<file path="src/rtl/mini_risc_fetch_if.sv">
// mini_risc_fetch_if: instruction-memory, redirect and decode-side signals of the fetch unit
interface mini_risc_fetch_if #(
  parameter int DATA_W = 32,
  parameter int ADDR_W = 12
);
  logic              imem_en;
  logic [ADDR_W-1:0] imem_addr;
  logic [DATA_W-1:0] imem_rdata;
  logic              redirect_valid;
  logic [ADDR_W-1:0] redirect_pc;
  logic              out_valid;
  logic              out_ready;
  logic [DATA_W-1:0] out_instr;
  logic [ADDR_W-1:0] out_pc;
  logic              halted;
  logic [ADDR_W-1:0] dbg_pc_low;
  modport master (
    output imem_en, imem_addr, out_valid, out_instr, out_pc, halted, dbg_pc_low,
    input  imem_rdata, redirect_valid, redirect_pc, out_ready
  );
  modport slave (
    input  imem_en, imem_addr, out_valid, out_instr, out_pc, halted, dbg_pc_low,
    output imem_rdata, redirect_valid, redirect_pc, out_ready
  );
endinterface

</file>
<file path="src/rtl/mini_risc_fetch.sv">
// mini_risc_fetch: credit-based instruction fetch with prefetch FIFO, redirect flush and HALT stop
module mini_risc_fetch #(
  parameter int                DATA_W    = 32,
  parameter int                ADDR_W    = 12,
  parameter int                DEPTH     = 2,
  parameter logic [ADDR_W-1:0] RESET_PC  = '0,
  parameter logic [DATA_W-1:0] HALT_WORD = '1
) (
  input logic               clk,
  input logic               rst,
  mini_risc_fetch_if.master io_bus
);
  localparam int PW = $clog2(DEPTH);
  localparam int CW = PW + 2;
  logic [DATA_W-1:0] r_mem_data [DEPTH];
  logic [ADDR_W-1:0] r_mem_pc   [DEPTH];
  logic [PW-1:0]     r_wp, r_rp;
  logic [CW-1:0]     r_count;
  logic [ADDR_W-1:0] r_pc, r_req_pc;
  logic              r_inflight, r_halted;
  logic              w_valid, w_pop, w_push, w_en;
  logic [CW-1:0]     w_occ;
  // A request is only issued if its response is guaranteed a free FIFO slot.
  always_comb begin
    w_valid = r_count != '0;
    w_pop   = w_valid & io_bus.out_ready;
    w_occ   = r_count + CW'(r_inflight) - CW'(w_pop);
    w_en    = !rst & !r_halted & !io_bus.redirect_valid & (w_occ < CW'(DEPTH));
    w_push  = r_inflight & !r_halted & !io_bus.redirect_valid;
  end
  assign io_bus.imem_en    = w_en;
  assign io_bus.imem_addr  = r_pc;
  assign io_bus.out_valid  = w_valid;
  assign io_bus.out_instr  = w_valid ? r_mem_data[r_rp] : '0;
  assign io_bus.out_pc     = w_valid ? r_mem_pc[r_rp] : '0;
  assign io_bus.halted     = r_halted;
  assign io_bus.dbg_pc_low = r_pc;
  always_ff @(posedge clk or posedge rst) begin
    if (rst) begin
      r_pc       <= RESET_PC;
      r_req_pc   <= '0;
      r_inflight <= 1'b0;
      r_halted   <= 1'b0;
      r_count    <= '0;
      r_wp       <= '0;
      r_rp       <= '0;
    end else begin
      r_inflight <= w_en;
      if (w_en) r_req_pc <= r_pc;
      if (io_bus.redirect_valid) begin
        r_pc     <= io_bus.redirect_pc;
        r_count  <= '0;
        r_wp     <= '0;
        r_rp     <= '0;
        r_halted <= 1'b0;
      end else begin
        if (w_en) r_pc <= r_pc + ADDR_W'(1);
        if (w_push) r_wp <= r_wp + PW'(1);
        if (w_pop) r_rp <= r_rp + PW'(1);
        r_count <= r_count + CW'(w_push) - CW'(w_pop);
        if (w_push && io_bus.imem_rdata == HALT_WORD) r_halted <= 1'b1;
      end
    end
  end
  always_ff @(posedge clk) begin
    if (w_push) begin
      r_mem_data[r_wp] <= io_bus.imem_rdata;
      r_mem_pc[r_wp]   <= r_req_pc;
    end
  end
endmodule

</file>
<file path="src/flat_wrapper.sv">
// flat-port wrapper written by rule: the top's interface ports become plain ports
module mini_risc_fetch_flat 
#(
  parameter int                DATA_W    = 32,
  parameter int                ADDR_W    = 12,
  parameter int                DEPTH     = 2,
  parameter logic [ADDR_W-1:0] RESET_PC  = '0,
  parameter logic [DATA_W-1:0] HALT_WORD = '1
)
  (clk, rst, io_bus_imem_en, io_bus_imem_addr, io_bus_out_valid, io_bus_out_instr, io_bus_out_pc, io_bus_halted, io_bus_dbg_pc_low, io_bus_imem_rdata, io_bus_redirect_valid, io_bus_redirect_pc, io_bus_out_ready);
  mini_risc_fetch_if #(.DATA_W(DATA_W), .ADDR_W(ADDR_W)) io_bus_i ();
  input logic clk;
  input logic rst;
  output wire logic [$bits(io_bus_i.imem_en)-1:0] io_bus_imem_en;
  output wire logic [$bits(io_bus_i.imem_addr)-1:0] io_bus_imem_addr;
  output wire logic [$bits(io_bus_i.out_valid)-1:0] io_bus_out_valid;
  output wire logic [$bits(io_bus_i.out_instr)-1:0] io_bus_out_instr;
  output wire logic [$bits(io_bus_i.out_pc)-1:0] io_bus_out_pc;
  output wire logic [$bits(io_bus_i.halted)-1:0] io_bus_halted;
  output wire logic [$bits(io_bus_i.dbg_pc_low)-1:0] io_bus_dbg_pc_low;
  input wire logic [$bits(io_bus_i.imem_rdata)-1:0] io_bus_imem_rdata;
  input wire logic [$bits(io_bus_i.redirect_valid)-1:0] io_bus_redirect_valid;
  input wire logic [$bits(io_bus_i.redirect_pc)-1:0] io_bus_redirect_pc;
  input wire logic [$bits(io_bus_i.out_ready)-1:0] io_bus_out_ready;
  assign io_bus_imem_en = io_bus_i.imem_en;
  assign io_bus_imem_addr = io_bus_i.imem_addr;
  assign io_bus_out_valid = io_bus_i.out_valid;
  assign io_bus_out_instr = io_bus_i.out_instr;
  assign io_bus_out_pc = io_bus_i.out_pc;
  assign io_bus_halted = io_bus_i.halted;
  assign io_bus_dbg_pc_low = io_bus_i.dbg_pc_low;
  assign io_bus_i.imem_rdata = io_bus_imem_rdata;
  assign io_bus_i.redirect_valid = io_bus_redirect_valid;
  assign io_bus_i.redirect_pc = io_bus_redirect_pc;
  assign io_bus_i.out_ready = io_bus_out_ready;
  mini_risc_fetch #(.DATA_W(DATA_W), .ADDR_W(ADDR_W), .DEPTH(DEPTH), .RESET_PC(RESET_PC), .HALT_WORD(HALT_WORD)) u_core (.clk(clk), .rst(rst), .io_bus(io_bus_i));
endmodule
</file>
<file path="config.mk">
export PLATFORM = sky130hd
export DESIGN_NAME = mini_risc_fetch_flat
export DESIGN_NICKNAME = d
export VERILOG_FILES = /design/src/rtl/mini_risc_fetch_if.sv /design/src/rtl/mini_risc_fetch.sv /design/src/flat_wrapper.sv
export SDC_FILE = /design/constraint.sdc
export NUM_CORES = 1
export LEC_CHECK = 0
export BUFFER_PORTS_ARGS = -buffer_cell sky130_fd_sc_hd__buf_2
export CAP_MARGIN = 20
export CORE_UTILIZATION = 57
export DETAILED_ROUTE_END_ITERATION = 8
export PLACE_DENSITY = 0.84
export SETUP_SLACK_MARGIN = 0.15
export SYNTH_ARGS = -nofsm -noshare
export SYNTH_HDL_FRONTEND = slang
export SYNTH_SLANG_ARGS = --single-unit
</file>
<file path="constraint.sdc">
create_clock -name clk -period 11 [get_ports clk]
set_input_delay 2.2 -clock clk [delete_from_list [all_inputs] [get_ports clk]]
set_output_delay 2.2 -clock clk [all_outputs]
set_load 0.01 [all_outputs]
</file>
Word level (Yosys, flattened, before mapping)
Memories as Yosys holds them, arrays and structs flattened.
Index checks and enable logic that the tools add are counted.
{"block": "totals", "ff_bits": 31, "mem_bits_rw": 88, "input_bits": 48, "output_inout_bits": 71, "word_cells": 46, "mem_count": 2}
{"memory": "u_core.r_mem_data", "depth": 2, "width": 32, "read_ports": 1, "rd_ports_with_merged_regs": 0, "write_ports": 1, "line_no": "mini_risc_fetch.sv:15", "rtl": "logic [DATA_W-1:0] r_mem_data [DEPTH];"}
{"memory": "u_core.r_mem_pc", "depth": 2, "width": 12, "read_ports": 1, "rd_ports_with_merged_regs": 0, "write_ports": 1, "line_no": "mini_risc_fetch.sv:16", "rtl": "logic [ADDR_W-1:0] r_mem_pc [DEPTH];"}
{"block": "classes", "n_addsub": 7, "order_cmp": 1, "n_eq_ne": 1, "mux": 13, "bitwise_logic": 6, "reduce_logical": 9}
{"operator": "$mux W12", "count": 3}
{"operator": "$eq A32 B32 Y1 const B", "count": 1}
{"operator": "$mux W32", "count": 1}
{"operator": "$add A12 B1 Y12 const B", "count": 1}
{"operator": "$mux W1", "count": 8}
{"operator": "$reduce_bool A2 Y1", "count": 4}
{"operator": "$add A3 B1 Y3", "count": 2}
{"operator": "$and A1 B1 Y1", "count": 6}
{"operator": "$sub A3 B1 Y3", "count": 2}
{"operator": "$logic_not A1 Y1", "count": 3}
{"operator": "$lt A3 B2 Y1 const B", "count": 1}
{"operator": "$mux W3", "count": 1}
{"operator": "$reduce_bool A3 Y1", "count": 1}
{"operator": "$add A1 B1 Y1 const B", "count": 2}
{"operator": "$logic_and A1 B1 Y1", "count": 1}

Depth between registers and ports, before layout
{"block": "depth", "ltp_word": 7, "mapped_depth": 14, "ltp_nobuf": 12}

Worst setup path after synthesis
No wires, ideal clock.
{"block": "synth_timing", "kind": "in2out", "from": "in io_bus_out_ready", "to": "out io_bus_imem_en", "t_arrival_ns": 4.291, "t_required_ns": 8.800, "slack_ns": 4.509, "stages": 10, "n_path_buf": 2, "cell_sequence": "and2_1 > ha_1 > inv_1 > nand2_1 > fa_1 > or4b_1 > or2_1 > buf_6 > inv_2 > buf_2"}
{"block": "synth_between", "elab_chain_cells": 4}
{"element": "start, declared", "line_no": "flat_wrapper.sv:24", "rtl": "input wire logic [$bits(io_bus_i.out_ready)-1:0] io_bus_out_ready;"}
{"element": "$and A1 B1 Y1", "line_no": "mini_risc_fetch.sv:26", "rtl": "w_pop = w_valid & io_bus.out_ready;"}
{"element": "$sub A3 B1 Y3", "line_no": "mini_risc_fetch.sv:27", "rtl": "w_occ = r_count + CW'(r_inflight) - CW'(w_pop);"}
{"element": "$lt A3 B2 Y1", "line_no": "mini_risc_fetch.sv:28", "rtl": "w_en = !rst & !r_halted & !io_bus.redirect_valid & (w_occ < CW'(DEPTH));"}
{"element": "$and A1 B1 Y1", "line_no": "mini_risc_fetch.sv:28"}
{"element": "end, declared", "line_no": "flat_wrapper.sv:14", "rtl": "output wire logic [$bits(io_bus_i.imem_en)-1:0] io_bus_imem_en;"}
No other way between the ends.

Final worst setup path
Same ends and word-level chain as after synthesis.

==> metrics <==
Seq/Total Area, Yosys=approximately 70%; Cell Count, Final, Fillers Out=602; Initial Utilization=approximately three fifths; post-route DRC violation count=0; Max Fclk=137 MHz; warnings from Yosys=0; root buffer cell=sky130_fd_sc_hd__clkbuf_8; final layout net count=537; fraction of synthesized cell area taken by the top area cell type=a little over half; drt via density=5.55; final critical-path setup slack=3720 ps; gp weighted congestion=0.805; first-pass detailed-route iteration total=5; RSZ-0062 raised after global routing=false; core area=approximately 8400 um2; run status=complete, no violations; overall overflow remaining after global route=0; TritonCTS clock tree=built; y dimension of the die=95.8 um; ratio of cells with drive above 1 in the final layout=32.4%; CP required=8800 ps; number of distinct library cells after synthesis=38; post-layout minimum cycle time=slightly above 7000 ps; I/O pins=119; worst min-delay path class=flop to flop; combined flip-flop and latch cell area=3420 um2; post-synthesis cell type with the largest combined area=sky130_fd_sc_hd__edfxtp_1; HPWL after detailed placement=6710 um; Pleak=2.56 nW; final antenna-violating net count=0; remaining max-slew budget at the tightest pin=31.8%; pin slew with the least headroom to its limit=1020 ps; overall routed net length=10100 um; power per unit of standard cell area=275 nW/um2; r2r setup slk=7090 ps; Fin Setup TNS=0 ps; maximum root-to-sink buffer count=2; maximum number of pins on one net before global-route repair=45; die area=9180 um2; Cell Rows=33; final hold violation count=0; capture endpoint of the worst hold path=u_core.r_mem_pc[1][0]$_DFFE_PP_; largest cells by area after synthesis=sky130_fd_sc_hd__edfxtp_1 53%, sky130_fd_sc_hd__dfrtp_1 15%, sky130_fd_sc_hd__mux2i_1 8.8%; reg2reg start=u_core.r_count[1]$_DFF_PP0_; CTS HTree Levels=4; final routed wire length divided by cell count=16.8 um; Resized cells post-CTS=0; overall die width=95.8 um; cell count after synthesis=approximately 370; Critical Path Source Type=input pin; fillers=568; number of buffers created by CTS=17; clock-pin slew of the registers on the worst-case setup and hold paths=around 50 ps; flip-flop and latch count after synthesis=119; crit path capture type=output pin; growth of design area from synthesis to finish=23.5%; endpoint of the lowest-slack register-to-register path=u_core.io_bus.dbg_pc_low[4]$_DFFE_PP0P_; global-route wire length before repair=15800 um; number of global-route vias before repair=3175; Antenna Diode Count=0; Worst-Skew Late Latency=510 ps; detailed-route via count=3342; highest fanout seen on the critical path=33; type of the worst setup path=input pin to output pin; total standard cell area after synthesis=approximately 5000 um2; period utilization=66.1%; worst hold path stage count=0; Placed Cells incl. Taps=570; number of antenna violations at the first check in global routing=0; first-iteration detailed-routing DRC count=213; syn avg cell area=13.5 um2; data arrival time of the critical path=between 5000 and 6000 ps; peak supply drop=0.000199 V; hold bufs inserted after CTS=0; startpoint of the worst hold path=u_core.r_req_pc[0]$_DFFE_PP0P_; total clock sinks=119; worst reg-to-reg path cell count=12; Final setup viols=0; Pins Over Slew Limit=0; Tot GR Track Use=approximately a quarter; max-cap check violation count=0; count of buffers inserted at the top-level ports=roughly 120; Post-Place Setup Slack=3770 ps; clock skew=8.99 ps; syn nets=~420; total setup buffers inserted after CTS=0; combined area of the multi-input logic cells=1400 um2
==> where the power goes <==
part / switching (mW) / total, mW / internal, mW
combinational: 0.307 / 0.525 / 0.217
sequential: 0.0725 / 0.645 / 0.572
clock: 0.188 / 0.532 / 0.344
==> how the worst max path moves through the flow <==
stage	slack (ps)	to	depth (start not counted)	from
CTS	3760	io_bus_imem_en	10	io_bus_out_ready
detailed placement	3770	io_bus_imem_en	10	io_bus_out_ready
global placement	3860	io_bus_imem_en	10	io_bus_out_ready
global route	3530	io_bus_imem_en	10	io_bus_out_ready
finish	3720	io_bus_imem_en	10	io_bus_out_ready
floorplan	4510	io_bus_imem_en	10	io_bus_out_ready
==> sequential cells by signal (all words and copies together) (netlist names), 3 cells and up <==
signal	flops
u_core.io_bus.dbg_pc_low	12
u_core.r_count	3
u_core.r_mem_data	64
u_core.r_req_pc	12
u_core.r_mem_pc	24
==> final cells by class <==
cell class,instances,share of cell area [%]
repair buffers,122,10.0
flip-flops and latches,119,55.2
multi-input cells,211,22.5
clock inverters,12,2.46
inverters,13,0.788
clock buffers,20,6.87
well taps,105,2.12
==> critical path, stage by stage <==
cell and delay (ps):
sky130_fd_sc_hd__buf_2 90, sky130_fd_sc_hd__and2_1 150, sky130_fd_sc_hd__ha_1 280, sky130_fd_sc_hd__inv_1 80, sky130_fd_sc_hd__nand2_1 70, sky130_fd_sc_hd__fa_1 480, sky130_fd_sc_hd__or4b_1 470, sky130_fd_sc_hd__or2_1 620
sky130_fd_sc_hd__inv_2 420, sky130_fd_sc_hd__buf_2 200
==> logic make-up after synthesis <==
family                     synth area share [%]
DFF                                        68.1
and+or+nand+nor                            11.3
muxes                                      8.78
adders and majority gates                  1.55
buffers and inverters                      4.31
AOI/OAI and AO/OA                          4.61
xor gates and xnor gates                   1.35
==> cell usage in the layout (no fill, tap or decap), types with 6 or more instances in the layout <==
cell,count
sky130_fd_sc_hd__buf_2,118
sky130_fd_sc_hd__edfxtp_1,88
sky130_fd_sc_hd__nor2_1,50
sky130_fd_sc_hd__mux2i_1,44
sky130_fd_sc_hd__nand2_1,33
sky130_fd_sc_hd__dfrtp_1,30
sky130_fd_sc_hd__clkbuf_16,16
sky130_fd_sc_hd__o21ai_0,13
sky130_fd_sc_hd__inv_1,12
sky130_fd_sc_hd__nand4_1,8
sky130_fd_sc_hd__a221o_1,7
sky130_fd_sc_hd__nand3_1,6
==> stage by stage <==
| step | hold slack, ps | instance area (um2) | power [mW] | util (%) |
|---|---|---|---|---|
| 5_1_grt | 482 | 6190 | 1.80 | 73.9 |
| 3_3_place_gp | 453 | 5620 | 1.15 | 67.0 |
| 2_1_floorplan | 442 | 5020 | 0.996 | - |
| 3_5_place_dp | 458 | 5620 | 1.18 | 67.0 |
| 6_report | 468 | 6190 | 1.70 | 73.9 |
| 4_1_cts | 469 | 6190 | 1.72 | 73.9 |
==> layer usage <==
layer / track usage, % / share of wire (%) / vias to the layer above
met4: 8.46 / 1.8 / 0
met5: 0 / 0 / -
met1: 29.3 / 39 / 1596
met3: 6.87 / 7.0 / 17
li1: - / - / 1566
met2: 40.9 / 52 / 163
==> synthesized netlist by cell type <==
cell type / n
sky130_fd_sc_hd__or4b_1: 1
sky130_fd_sc_hd__o41ai_2: 1
sky130_fd_sc_hd__o21ai_0: 13
sky130_fd_sc_hd__nor2_1: 50
sky130_fd_sc_hd__nand4_1: 8
sky130_fd_sc_hd__xnor2_1: 5
sky130_fd_sc_hd__a221o_1: 7
sky130_fd_sc_hd__buf_4: 12
sky130_fd_sc_hd__or2_1: 1
sky130_fd_sc_hd__nand2_1: 33
sky130_fd_sc_hd__and2_1: 3
sky130_fd_sc_hd__clkbuf_1: 8
sky130_fd_sc_hd__nor4_1: 5
sky130_fd_sc_hd__xor3_1: 1
sky130_fd_sc_hd__or2_2: 1
sky130_fd_sc_hd__nor2b_1: 4
sky130_fd_sc_hd__ha_1: 3
sky130_fd_sc_hd__dfrtp_1: 31
sky130_fd_sc_hd__buf_1: 4
sky130_fd_sc_hd__a22oi_1: 1
sky130_fd_sc_hd__or4_1: 1
sky130_fd_sc_hd__edfxtp_1: 88
sky130_fd_sc_hd__a31oi_1: 2
sky130_fd_sc_hd__buf_6: 2
sky130_fd_sc_hd__and3_1: 3
sky130_fd_sc_hd__a21o_1: 2
sky130_fd_sc_hd__or3_1: 2
sky130_fd_sc_hd__o21ai_1: 1
sky130_fd_sc_hd__nand3_1: 6
sky130_fd_sc_hd__nor3_1: 6
sky130_fd_sc_hd__inv_1: 12
sky130_fd_sc_hd__inv_2: 1
sky130_fd_sc_hd__buf_2: 2
sky130_fd_sc_hd__a32o_1: 1
sky130_fd_sc_hd__fa_1: 2
sky130_fd_sc_hd__a21bo_2: 3
sky130_fd_sc_hd__nor3b_1: 1
sky130_fd_sc_hd__mux2i_1: 44
Note: power is estimated with default switching activity, not from simulation.
